--- src/rtl/mips_trace_buffer.sv ---
// mips_trace_buffer: per-cycle trace capture of the 16-bit MIPS core (PC and
// ALU result) into a first-word-fall-through FIFO of sequence-tagged records.
// Capture freezes once the core's jump-to-self halt idiom is seen so the tail
// of a program run survives until the host drains it.
//
// Stream handshake: a record transfers on every rising edge where
// trc_valid && trc_ready. trc_valid and the head data depend only on
// registered state, never on trc_ready, and hold steady until transferred.
module mips_trace_buffer #(
  parameter int DEPTH = 16,
  parameter int AW    = 4
) (
  input  logic          clk,
  input  logic          rst,
  input  logic          cap_en,
  input  logic          clear,
  input  logic [15:0]   pc_in,
  input  logic [15:0]   alu_in,
  output logic          trc_valid,
  input  logic          trc_ready,
  output logic [15:0]   trc_pc,
  output logic [15:0]   trc_alu,
  output logic [7:0]    trc_seq,
  output logic [AW:0]   count,
  output logic          full,
  output logic          empty,
  output logic          halted,
  output logic [7:0]    drop_cnt
);

  typedef enum logic {
    ST_RUN    = 1'b0,
    ST_HALTED = 1'b1
  } state_t;

  typedef struct packed {
    logic [7:0]  seq;
    logic [15:0] pc;
    logic [15:0] alu;
  } rec_t;

  localparam logic [AW:0] CNT_DEPTH = (AW+1)'(DEPTH);

  rec_t        mem [DEPTH];
  rec_t        head;
  logic [AW-1:0] wr_ptr;
  logic [AW-1:0] rd_ptr;
  logic [AW:0] count_q;
  logic [7:0]  seq_q;
  logic [7:0]  drop_q;
  logic [15:0] prev_pc;
  logic        prev_vld;
  state_t      state_q;
  state_t      state_d;

  logic        sample;
  logic        pop;
  logic        push;
  logic        drop;
  logic        repeat_hit;

  // Status flags all derive from the one count register, so they agree after every edge.
  assign empty     = (count_q == '0);
  assign full      = (count_q == CNT_DEPTH);
  assign count     = count_q;
  assign trc_valid = !empty;
  assign halted    = (state_q == ST_HALTED);
  assign drop_cnt  = drop_q;

  // A clear cycle discards any sample and any pop.
  assign sample     = cap_en && (state_q == ST_RUN) && !clear;
  assign pop        = trc_valid && trc_ready && !clear;
  // A full FIFO still accepts when the head leaves in the same cycle.
  assign push       = sample && (!full || pop);
  assign drop       = sample && !push;
  assign repeat_hit = sample && prev_vld && (pc_in == prev_pc);

  // Head record, zeroed when nothing is queued.
  assign head    = mem[rd_ptr];
  assign trc_pc  = trc_valid ? head.pc  : 16'h0000;
  assign trc_alu = trc_valid ? head.alu : 16'h0000;
  assign trc_seq = trc_valid ? head.seq : 8'h00;

  // Next state: clear re-arms, a repeated PC freezes capture.
  always_comb begin
    state_d = state_q;
    if (clear) begin
      state_d = ST_RUN;
    end else if (repeat_hit) begin
      state_d = ST_HALTED;
    end
  end

  // State register.
  always_ff @(posedge clk or posedge rst) begin
    if (rst) begin
      state_q <= ST_RUN;
    end else begin
      state_q <= state_d;
    end
  end

  // FIFO pointers and occupancy.
  always_ff @(posedge clk or posedge rst) begin
    if (rst) begin
      wr_ptr  <= '0;
      rd_ptr  <= '0;
      count_q <= '0;
    end else if (clear) begin
      wr_ptr  <= '0;
      rd_ptr  <= '0;
      count_q <= '0;
    end else begin
      if (push) begin
        wr_ptr <= wr_ptr + AW'(1);
      end
      if (pop) begin
        rd_ptr <= rd_ptr + AW'(1);
      end
      case ({push, pop})
        2'b10:   count_q <= count_q + (AW+1)'(1);
        2'b01:   count_q <= count_q - (AW+1)'(1);
        default: count_q <= count_q;
      endcase
    end
  end

  // Record storage; contents need no reset because the pointers gate visibility.
  always_ff @(posedge clk) begin
    if (push) begin
      mem[wr_ptr] <= {seq_q, pc_in, alu_in};
    end
  end

  // Sequence tag advances on every sample, stored or dropped; drops saturate.
  always_ff @(posedge clk or posedge rst) begin
    if (rst) begin
      seq_q  <= '0;
      drop_q <= '0;
    end else if (clear) begin
      seq_q  <= '0;
      drop_q <= '0;
    end else begin
      if (sample) begin
        seq_q <= seq_q + 8'd1;
      end
      if (drop && (drop_q != 8'hFF)) begin
        drop_q <= drop_q + 8'd1;
      end
    end
  end

  // Previous-sample PC for halt detection; a gap in capture breaks the chain.
  always_ff @(posedge clk or posedge rst) begin
    if (rst) begin
      prev_pc  <= '0;
      prev_vld <= 1'b0;
    end else if (clear || !cap_en) begin
      prev_vld <= 1'b0;
    end else if (sample) begin
      prev_pc  <= pc_in;
      prev_vld <= 1'b1;
    end
  end

endmodule

--- config.mk ---
export PLATFORM = sky130hd
export DESIGN_NAME = mips_trace_buffer
export DESIGN_NICKNAME = d
export VERILOG_FILES = /design/src/rtl/mips_trace_buffer.sv
export SDC_FILE = /design/constraint.sdc
export NUM_CORES = 1
export LEC_CHECK = 0
export BUFFER_PORTS_ARGS = -buffer_cell sky130_fd_sc_hd__buf_2
export CAP_MARGIN = 20
export CORE_MARGIN = 2
export CORE_UTILIZATION = 35
export CTS_BUF_LIST = sky130_fd_sc_hd__clkbuf_4 sky130_fd_sc_hd__clkbuf_8
export DETAILED_ROUTE_END_ITERATION = 10
export GPL_ROUTABILITY_DRIVEN = 1
export GPL_TIMING_DRIVEN = 0
export PLACE_DENSITY_LB_ADDON = 0.05
export SYNTH_ARGS = -nofsm -noshare
export SYNTH_HDL_FRONTEND = slang
export SYNTH_SLANG_ARGS = --single-unit
--- constraint.sdc ---
create_clock -name clk -period 5.17 [get_ports clk]
set_clock_uncertainty 0.05 [all_clocks]
set_input_delay 0.7755 -clock clk [delete_from_list [all_inputs] [get_ports clk]]
set_output_delay 0.7755 -clock clk [all_outputs]
set_load 0.05 [all_outputs]
==> results of run 1 <==
==> cell type report <==
type	count	area share
well taps	1030	0.0411
multi-input cells	474	0.198
flip-flops and latches	687	0.650
inverters	14	0.00168
clock inverters	51	0.00854
diodes	1	0.0000798
clock buffers	170	0.0654
repair buffers	110	0.0263
plain buffers	63	0.00890
==> registers in the layout, indices dropped and copies added, names as in the netlist <==
name and cells:
mem 640, prev_pc 16, drop_cnt 8, seq_q 8
count 5, rd_ptr 4, wr_ptr 4, halted 1
prev_vld 1
==> worst min path at each step <==
| stage | depth (start not counted) | slack, ns | startpoint | to |
|---|---|---|---|---|
| finish | 2 | 0.28 | cap_en | prev_vld$_DFFE_PP0P_ |
| global route | 2 | 0.25 | cap_en | prev_vld$_DFFE_PP0P_ |
| CTS | 2 | 0.22 | cap_en | prev_vld$_DFFE_PP0P_ |
| detailed placement | 1 | 0.45 | prev_vld$_DFFE_PP0P_ | prev_vld$_DFFE_PP0P_ |
| global placement | 1 | 0.45 | prev_vld$_DFFE_PP0P_ | prev_vld$_DFFE_PP0P_ |
| floorplan | 1 | 0.43 | prev_vld$_DFFE_PP0P_ | prev_vld$_DFFE_PP0P_ |
==> kinds of logic after synthesis <==
family	Yosys count
xor+xnor	29
buf+inv	77
flops	687
simple gates	97
fa+ha+maj	11
compound gates	74
mux	263
==> stage by stage <==
step / TNS, ns / setup slack (ns)
after floorplan: 0 / 1.35
after global placement: -261.35 / -1.71
after detailed placement: 0 / 1.05
after CTS: 0 / 0.572
after global routing: 0 / 0.486
final: 0 / 0.667
==> layout by cell type (no fill, tap or decap), drive strengths merged, types with 12 or more instances in the layout <==
cell      n
o22ai    40
clkbuf  196
nand2    12
nor2     27
inv      15
mux2     18
buf     146
mux4    160
xor2     21
dfrtp    47
clkinv   45
mux2i    85
and2     13
edfxtp  640
==> per-layer routing <==
metal	vias up	GRT usage
met5	-	0
met4	4	0.0491
met3	90	0.0345
met2	313	0.273
met1	7004	0.247
li1	5662	-
==> power by group through the flow <==
stage               Clock (mW)  Sequential, mW  Combinational (mW)
floorplan                    0            6.35                2.36
global placement             0            6.33                3.38
detailed placement           0            6.33                3.41
CTS                       4.95            6.21                3.42
global route              5.17            6.22                3.56
finish                    4.79            6.21                3.33
==> worst register-to-register path, cell delays in order, from the launching register on <==
cell and delay, ns:
dfrtp_1 0.44, nor3b_2 0.35, clkbuf_1 0.58, o2111ai_1 0.59, nor2_4 0.91, buf_12 0.28
==> repair_timing <==
action / CTS / global route
hold buffers: 1 / 0
resized for setup: 0 / 0
endpoints found under the hold margin: 15 / 0
endpoints found under the setup margin: 0 / 0
==> flow_summary.json, run 1 <==
{
  "nFillCells": 6805,
  "synth_edf_count": 640,
  "switchingPower_mw": 4.40,
  "yosysMostFrequentCell": "edfxtp_1",
  "synth_compound_gate_area_share": 0.0189,
  "cts-root-buf": "clkbuf_8",
  "worstPathRequired_ns": 4.34,
  "syn_area_um2": 26900,
  "worstReg2RegStart": "halted$_DFFE_PP0P_",
  "setup_viol": 0,
  "routabilityCongestion": 0.725,
  "cts.sinks": 687,
  "power_frac_seq": 0.433,
  "synth-warning-count": 0,
  "crit_slowest_cell": "clkbuf_1",
  "antenna_found_initial": 4,
  "syn_nets": 1286,
  "worst-path-max-fanout": 10,
  "r2r_slack_ns": 1.58,
  "yosysUniqueCellTypes": 53,
  "power.internal_mw": 9.93,
  "finalCoreUtilization": 0.413,
  "crit_cells": 6,
  "max_freq_mhz": 222,
  "status": "completed",
  "syn_inst": 1238,
  "holdWs_ns": 0.284,
  "synth-main-ff-cell": "edfxtp_1",
  "cp-start-kind": "flop",
  "drtIter0Drc": 869,
  "yosysSeqAreaShare": 0.759,
  "die_w_um": 281,
  "synth_area_per_cell_um2": 21.7,
  "worst_setup_path_end_kind": "output pin",
  "grt-ovfl-total": 0,
  "final_area_um2": 31400,
  "ir_drop_mv": 0.459,
  "yosys.area_share.adder": 0.00540,
  "critPathBufInv": 3,
  "cts_buffers": 117,
  "hold_viol": 0,
  "path_delay_family": "buffers and inverters",
  "rsz0062_at_grt": "false",
  "io_pins": 94,
  "drive_gt1_frac": 0.334,
  "path_class": "flop to output pin",
  "synth_top_area_share": 0.716,
  "die_h_um": 281,
  "yosys-top-cells-area": "edfxtp_1, mux4_2, dfrtp_1",
  "first_pass_iters": 6,
  "tightestPinTransition_ns": 1.18,
  "total_power_mw": 14.3,
  "grt_pass1_wl_mm": 97.8,
  "r2r_cells": 5,
  "dpl-instance-area_um2": 29000,
  "grtUsageTotal": 0.174,
  "area_growth_pct": 16.7,
  "stdcell_count": 2600,
  "die-area_um2": 79000,
  "period_needed_ns": 4.50,
  "leakage_nw": 10.1,
  "switching_share": 0.307,
  "synth_top_family_by_area": "multiplexers",
  "met1_length_mm": 31.5,
  "dp_cells": 2376,
  "highest_layer": "met5",
  "comb_power_share": 0.232,
  "cts_setup_buffers": 0,
  "clk_pin_slew_ns": 0.06,
  "max_stage_delay_ns": 0.78,
  "startpoint": "count[0]$_DFFE_PP0P_",
  "synthXorXnorAreaFrac": 0.00946,
  "port-buffer-count": 93,
  "clk_latency_ns": 0.72,
  "drtAntennaViolNets": 0,
  "cts_tree": "yes",
  "cp-endpoint": "trc_seq[4]",
  "met2_length_mm": 31.5,
  "final-seq-area_um2": 20400,
  "wl_per_cell_um": 25.9,
  "synthMuxAreaShare": 0.174,
  "netlist_top_cells_count": "edfxtp_1, mux4_2, mux2i_1",
  "start_util": 0.354,
  "multi_input_area_um2": 6190,
  "vias": 13073,
  "wl_met3_mm": 3.25,
  "arrival_ns": 3.68,
  "coreArea_um2": 75900,
  "drc": 0,
  "fin_crit_sh": 0.871,
  "grt_max_degree": 41,
  "h-tree-depth": 3,
  "synth_area_leader_cell": "edfxtp_1",
  "viasPerCell": 5.03,
  "powerDensity_nw_per_um2": 457,
  "layout.nets": 1515,
  "p_clk_frac": 0.334,
  "num_rows": 101,
  "maxCapViolCount": 0,
  "path_cells": "or4_1 -> buf_6 -> o21ai_2 -> clkbuf_1 -> o22ai_1 -> buf_2",
  "finalMaxSlewViolations": 0,
  "yosys_register_bits": 687,
  "r2r-end": "mem[12][1]$_DFFE_PP_",
  "slew_headroom": 0.211,
  "synthArstFlopShare": 0.0684,
  "grt_pass1_vias": 13924,
  "synth-simple-area-share": 0.0205,
  "routed_wl_mm": 67.4,
  "cts_buffer_depth": 3,
  "min_path_type": "input pin to flop",
  "dp_hpwl_mm": 38.8
}
Power figures use the tool's default switching activity.
==> run 2: changes to the inputs <==
- CORE_ASPECT_RATIO: default -> 1.2
==> flow_summary.json, run 2 (synthesis results as in run 1) <==
{
  "wl_per_cell_um": 26.2,
  "power_frac_seq": 0.430,
  "drtIter0Drc": 849,
  "stdcell_count": 2577,
  "grt_pass1_vias": 14167,
  "cts_tree": "yes",
  "power.internal_mw": 10.1,
  "area_growth_pct": 16.8,
  "dp_cells": 2363,
  "die_h_um": 307,
  "p_clk_frac": 0.342,
  "worstPathRequired_ns": 4.34,
  "dp_hpwl_mm": 39.6,
  "cts_buffers": 113,
  "grt_max_degree": 41,
  "path_delay_family": "buffers and inverters",
  "worst-path-max-fanout": 10,
  "min_path_type": "input pin to flop",
  "comb_power_share": 0.228,
  "grt-ovfl-total": 0,
  "cp-start-kind": "flop",
  "port-buffer-count": 93,
  "grt_pass1_wl_mm": 98.3,
  "largest_reg_flops": 640,
  "cts-root-buf": "clkbuf_8",
  "maxCapViolCount": 0,
  "cts_setup_buffers": 0,
  "drtAntennaViolNets": 0,
  "start_util": 0.352,
  "setup_viol": 0,
  "routed_wl_mm": 67.6,
  "num_rows": 111,
  "h-tree-depth": 3,
  "setup_tns_ns": 0,
  "leakage_nw": 10.1,
  "ir_drop_mv": 0.399,
  "fin_crit_sh": 0.896,
  "rsz0062_at_grt": "false",
  "worst_setup_path_end_kind": "output pin",
  "period_needed_ns": 4.63,
  "max_stage_delay_ns": 0.77,
  "grtUsageTotal": 0.174,
  "arrival_ns": 3.81,
  "largest_registers": "mem x640, prev_pc x16",
  "r2r_slack_ns": 1.68,
  "routabilityCongestion": 0.699,
  "path_class": "flop to output pin",
  "clk_pin_slew_ns": 0.06,
  "top_register": "mem",
  "die_w_um": 257,
  "slew_headroom": 0.244,
  "max_freq_mhz": 216,
  "critPathBufInv": 3,
  "switchingPower_mw": 4.37,
  "first_pass_iters": 5,
  "finalMaxSlewViolations": 0,
  "drc": 0,
  "holdWs_ns": 0.269,
  "clk_latency_ns": 0.73,
  "layout.nets": 1510,
  "viasPerCell": 5.06,
  "antenna_found_initial": 6,
  "die-area_um2": 79000,
  "status": "completed",
  "path_cells": "or4_1 -> buf_6 -> o21ai_2 -> clkbuf_1 -> o22ai_1 -> buf_2",
  "powerDensity_nw_per_um2": 460,
  "coreArea_um2": 76200,
  "final_common_cell": "edfxtp_1",
  "cts.sinks": 687,
  "hold_viol": 0,
  "io_pins": 94,
  "crit_slowest_cell": "clkbuf_1",
  "drive_gt1_frac": 0.341,
  "tightestPinTransition_ns": 1.13,
  "switching_share": 0.303,
  "cts_buffer_depth": 3,
  "total_power_mw": 14.4,
  "final_cell_mix": "edfxtp_1, mux4_2, clkbuf_8",
  "vias": 13046
}
-- run 2: path summary, 6_finish.rpt --
path,startpoint,to,cells after the start
max,count[0]$_DFFE_PP0P_,trc_alu[15],6
min,cap_en,prev_vld$_DFFE_PP0P_,2
max reg2reg,count[0]$_DFFE_PP0P_,count[4]$_DFFE_PP0P_,10
min reg2reg,prev_vld$_DFFE_PP0P_,prev_vld$_DFFE_PP0P_,1
max in group asynchronous,rst,seq_q[2]$_DFFE_PP0P_,4
min in group asynchronous,rst,drop_cnt[2]$_DFFE_PP0P_,3
-- run 2: per-stage QoR --
| stage | utilization | instance area, um2 | worst slack, ns |
|---|---|---|---|
| after floorplan | - | 26900 | 1.35 |
| after global placement | 0.375 | 28600 | -1.83 |
| after detailed placement | 0.380 | 29000 | 1.24 |
| after CTS | 0.411 | 31400 | 0.513 |
| after global routing | 0.411 | 31400 | 0.490 |
| final | 0.411 | 31400 | 0.536 |
-- run 2: repair_timing --
action,4_1_cts,5_1_grt
endpoints found under the hold margin,17,0
hold buffers,1,0
gates resized for setup,0,0
-- run 2: metal layers --
layer / routed length [um] / GRT usage / vias up / share of wire
met1: 29800 / 0.233 / 7024 / 0.44
met3: 2710 / 0.0281 / 97 / 0.040
met5: 12 / 0 / - / 0.00018
met2: 33700 / 0.293 / 280 / 0.50
met4: 1320 / 0.0533 / 2 / 0.020
li1: - / - / 5643 / -
-- run 2: cell type report --
cell class / instances / area (um2)
clock buffers: 173 / 2100
plain buffers: 63 / 279
well taps: 1017 / 1270
multi-input cells: 474 / 6190
clock inverters: 38 / 269
diodes: 2 / 5.00
flip-flops and latches: 687 / 20400
repair buffers: 109 / 808
fillers: 6774 / 44900
inverters: 14 / 52.6
-- run 2: power groups by stage --
stage	sequential [mW]	combinational (mW)	clock (mW)
2_1_floorplan	6.35	2.36	0
3_3_place_gp	6.33	3.37	0
3_5_place_dp	6.33	3.39	0
4_1_cts	6.21	3.39	5.10
5_1_grt	6.22	3.51	5.33
6_report	6.21	3.30	4.93
==> run 3: changes to the inputs <==
- ABC_AREA: default -> 1
- clock period: 5.17 -> 5.4 ns (I/O delays scaled with it)
==> flow_summary.json, run 3 <==
{
  "status": "completed",
  "hold_end": "prev_vld$_DFFE_PP0P_",
  "cts_tree": "yes",
  "stdcell_count": 3842,
  "crit_slowest_cell": "buf_1",
  "vias": 19273,
  "worstPathRequired_ns": 4.54,
  "synth-warning-count": 0,
  "io_pins": 94,
  "layout.nets": 2749,
  "worst-path-max-fanout": 10,
  "synth_top_area_share": 0.673,
  "top_register": "mem",
  "cts_buffer_depth": 3,
  "rsz0062_at_grt": "false",
  "synth-main-ff-cell": "edfxtp_1",
  "synthArstFlopShare": 0.0684,
  "cp-start-kind": "flop",
  "first_pass_iters": 5,
  "drtAntennaViolNets": 0,
  "hold_viol": 0,
  "synth_area_per_cell_um2": 11.6,
  "setup_viol": 0,
  "yosys-top-cells-area": "edfxtp_1, nand2_1, nand3_1",
  "path_delay_family": "buffers and inverters",
  "arrival_ns": 3.54,
  "die_h_um": 317,
  "netlist_top_cells_count": "nand2_1, edfxtp_1, nand3_1",
  "max_freq_mhz": 227,
  "period_needed_ns": 4.40,
  "wl_per_cell_um": 24.3,
  "drive_gt1_frac": 0.161,
  "dp_hpwl_mm": 59.7,
  "final_cell_mix": "nand2_1, edfxtp_1, nand3_1",
  "r2r_cells": 8,
  "powerDensity_nw_per_um2": 485,
  "routabilityCongestion": 0.789,
  "routed_wl_mm": 93.5,
  "yosysSeqAreaShare": 0.714,
  "cts-root-buf": "clkbuf_8",
  "finalMaxSlewViolations": 0,
  "holdWs_ns": 0.317,
  "tightestPinTransition_ns": 1.09,
  "coreArea_um2": 80700,
  "leakage_nw": 12.5,
  "grt_pass1_wl_mm": 134,
  "synth_edf_count": 640,
  "r2r-end": "mem[6][24]$_DFFE_PP_",
  "yosysUniqueCellTypes": 31,
  "syn_inst": 2456,
  "holdPathStages": 3,
  "setup_tns_ns": 0,
  "critPathBufInv": 4,
  "grt_max_degree": 36,
  "dp_cells": 3625,
  "clk_latency_ns": 0.76,
  "max_stage_delay_ns": 0.82,
  "start_util": 0.354,
  "r2r_slack_ns": 2.45,
  "ir_drop_mv": 0.330,
  "path_class": "flop to output pin",
  "yosysMostFrequentCell": "nand2_1",
  "syn_area_um2": 28500,
  "cts_buffers": 117,
  "syn_nets": 2504,
  "drtIter0Drc": 1593,
  "grtUsageTotal": 0.224,
  "num_rows": 114,
  "cts.sinks": 687,
  "grt-ovfl-total": 0,
  "worstHoldStart": "cap_en",
  "worstReg2RegStart": "halted$_DFFE_PP0P_",
  "cts_setup_buffers": 0,
  "grt_pass1_vias": 19117,
  "min_path_type": "input pin to flop",
  "largest_registers": "mem x640, prev_pc x16",
  "antenna_found_initial": 5,
  "slew_headroom": 0.276,
  "synth_area_leader_cell": "edfxtp_1",
  "port-buffer-count": 93,
  "yosys_register_bits": 687,
  "maxCapViolCount": 0,
  "area_growth_pct": 16.7,
  "die-area_um2": 83900,
  "viasPerCell": 5.02,
  "clk_pin_slew_ns": 0.06,
  "die_w_um": 265,
  "fin_crit_sh": 0.814,
  "largest_reg_flops": 640,
  "final_common_cell": "nand2_1",
  "drc": 0,
  "worst_setup_path_end_kind": "output pin",
  "h-tree-depth": 3,
  "path_cells": "clkbuf_1 -> inv_1 -> buf_1 -> nand2_1 -> a21oi_1 -> buf_2"
}
run 3: cell families after synthesis:
kind of cell / Yosys count / share of synthesized area
compound gates: 77 / 0.0156
simple gates: 1482 / 0.220
flops: 687 / 0.714
buf+inv: 184 / 0.0402
fa+ha+maj: 11 / 0.00508
xor+xnor: 15 / 0.00460
run 3: worst max path at each step:
stage | start | slack (ns) | cells after the start | endpoint
2_1_floorplan | count[4]$_DFFE_PP0P_ | 0.67 | 6 | mem[7][0]$_DFFE_PP_
3_3_place_gp | clear | -3.12 | 6 | mem[7][31]$_DFFE_PP_
6_report | rd_ptr[3]$_DFFE_PP0P_ | 1.00 | 6 | trc_alu[3]
5_1_grt | rd_ptr[3]$_DFFE_PP0P_ | 0.81 | 6 | trc_alu[3]
3_5_place_dp | rd_ptr[3]$_DFFE_PP0P_ | 1.69 | 6 | trc_alu[3]
4_1_cts | rd_ptr[3]$_DFFE_PP0P_ | 0.84 | 6 | trc_alu[3]
run 3: power by group:
group          internal, mW  switching, mW  leakage [nW]
registers              5.91         0.0626          6.42
logic                  1.44           4.24          4.96
clock network          2.37           2.14          1.16
run 3: worst min-delay path, stage by stage:
cell,delay (ns)
buf_2,0.10
nand3_1,0.10
nand2_1,0.08
run 3: area by class of cell:
cell class	instances	area, um2
Antenna cell	2	5.00
Buffer	142	986
Clock buffer	153	1900
Clock inverter	61	314
Fill cell	7811	47400
Inverter	42	163
Multi-Input combinational cell	1585	7120
Sequential cell	687	20400
Tap cell	1044	1310
Timing Repair Buffer	126	1110
run 3: what timing repair did:
item	CTS	global route
hold buffers	1	0
hold endpoints to repair	12	0
gates resized for setup	0	0
run 3: per-stage QoR:
stage          total power [mW]  worst slack [ns]   util  cell area [um2]
2_1_floorplan              9.79             0.666      -            28500
3_3_place_gp               11.8             -3.12  0.376            30300
3_5_place_dp               11.8              1.69  0.385            31100
4_1_cts                    16.4             0.841  0.412            33300
5_1_grt                    17.0             0.810  0.412            33300
6_report                   16.2              1.00  0.412            33300
run 3: per-layer routing:
layer	up-vias	global-route usage	wire, um
li1	9074	-	-
met3	140	0.0396	5030
met4	2	0.0665	2120
met1	9522	0.288	40100
met2	535	0.388	46300
met5	-	0	7
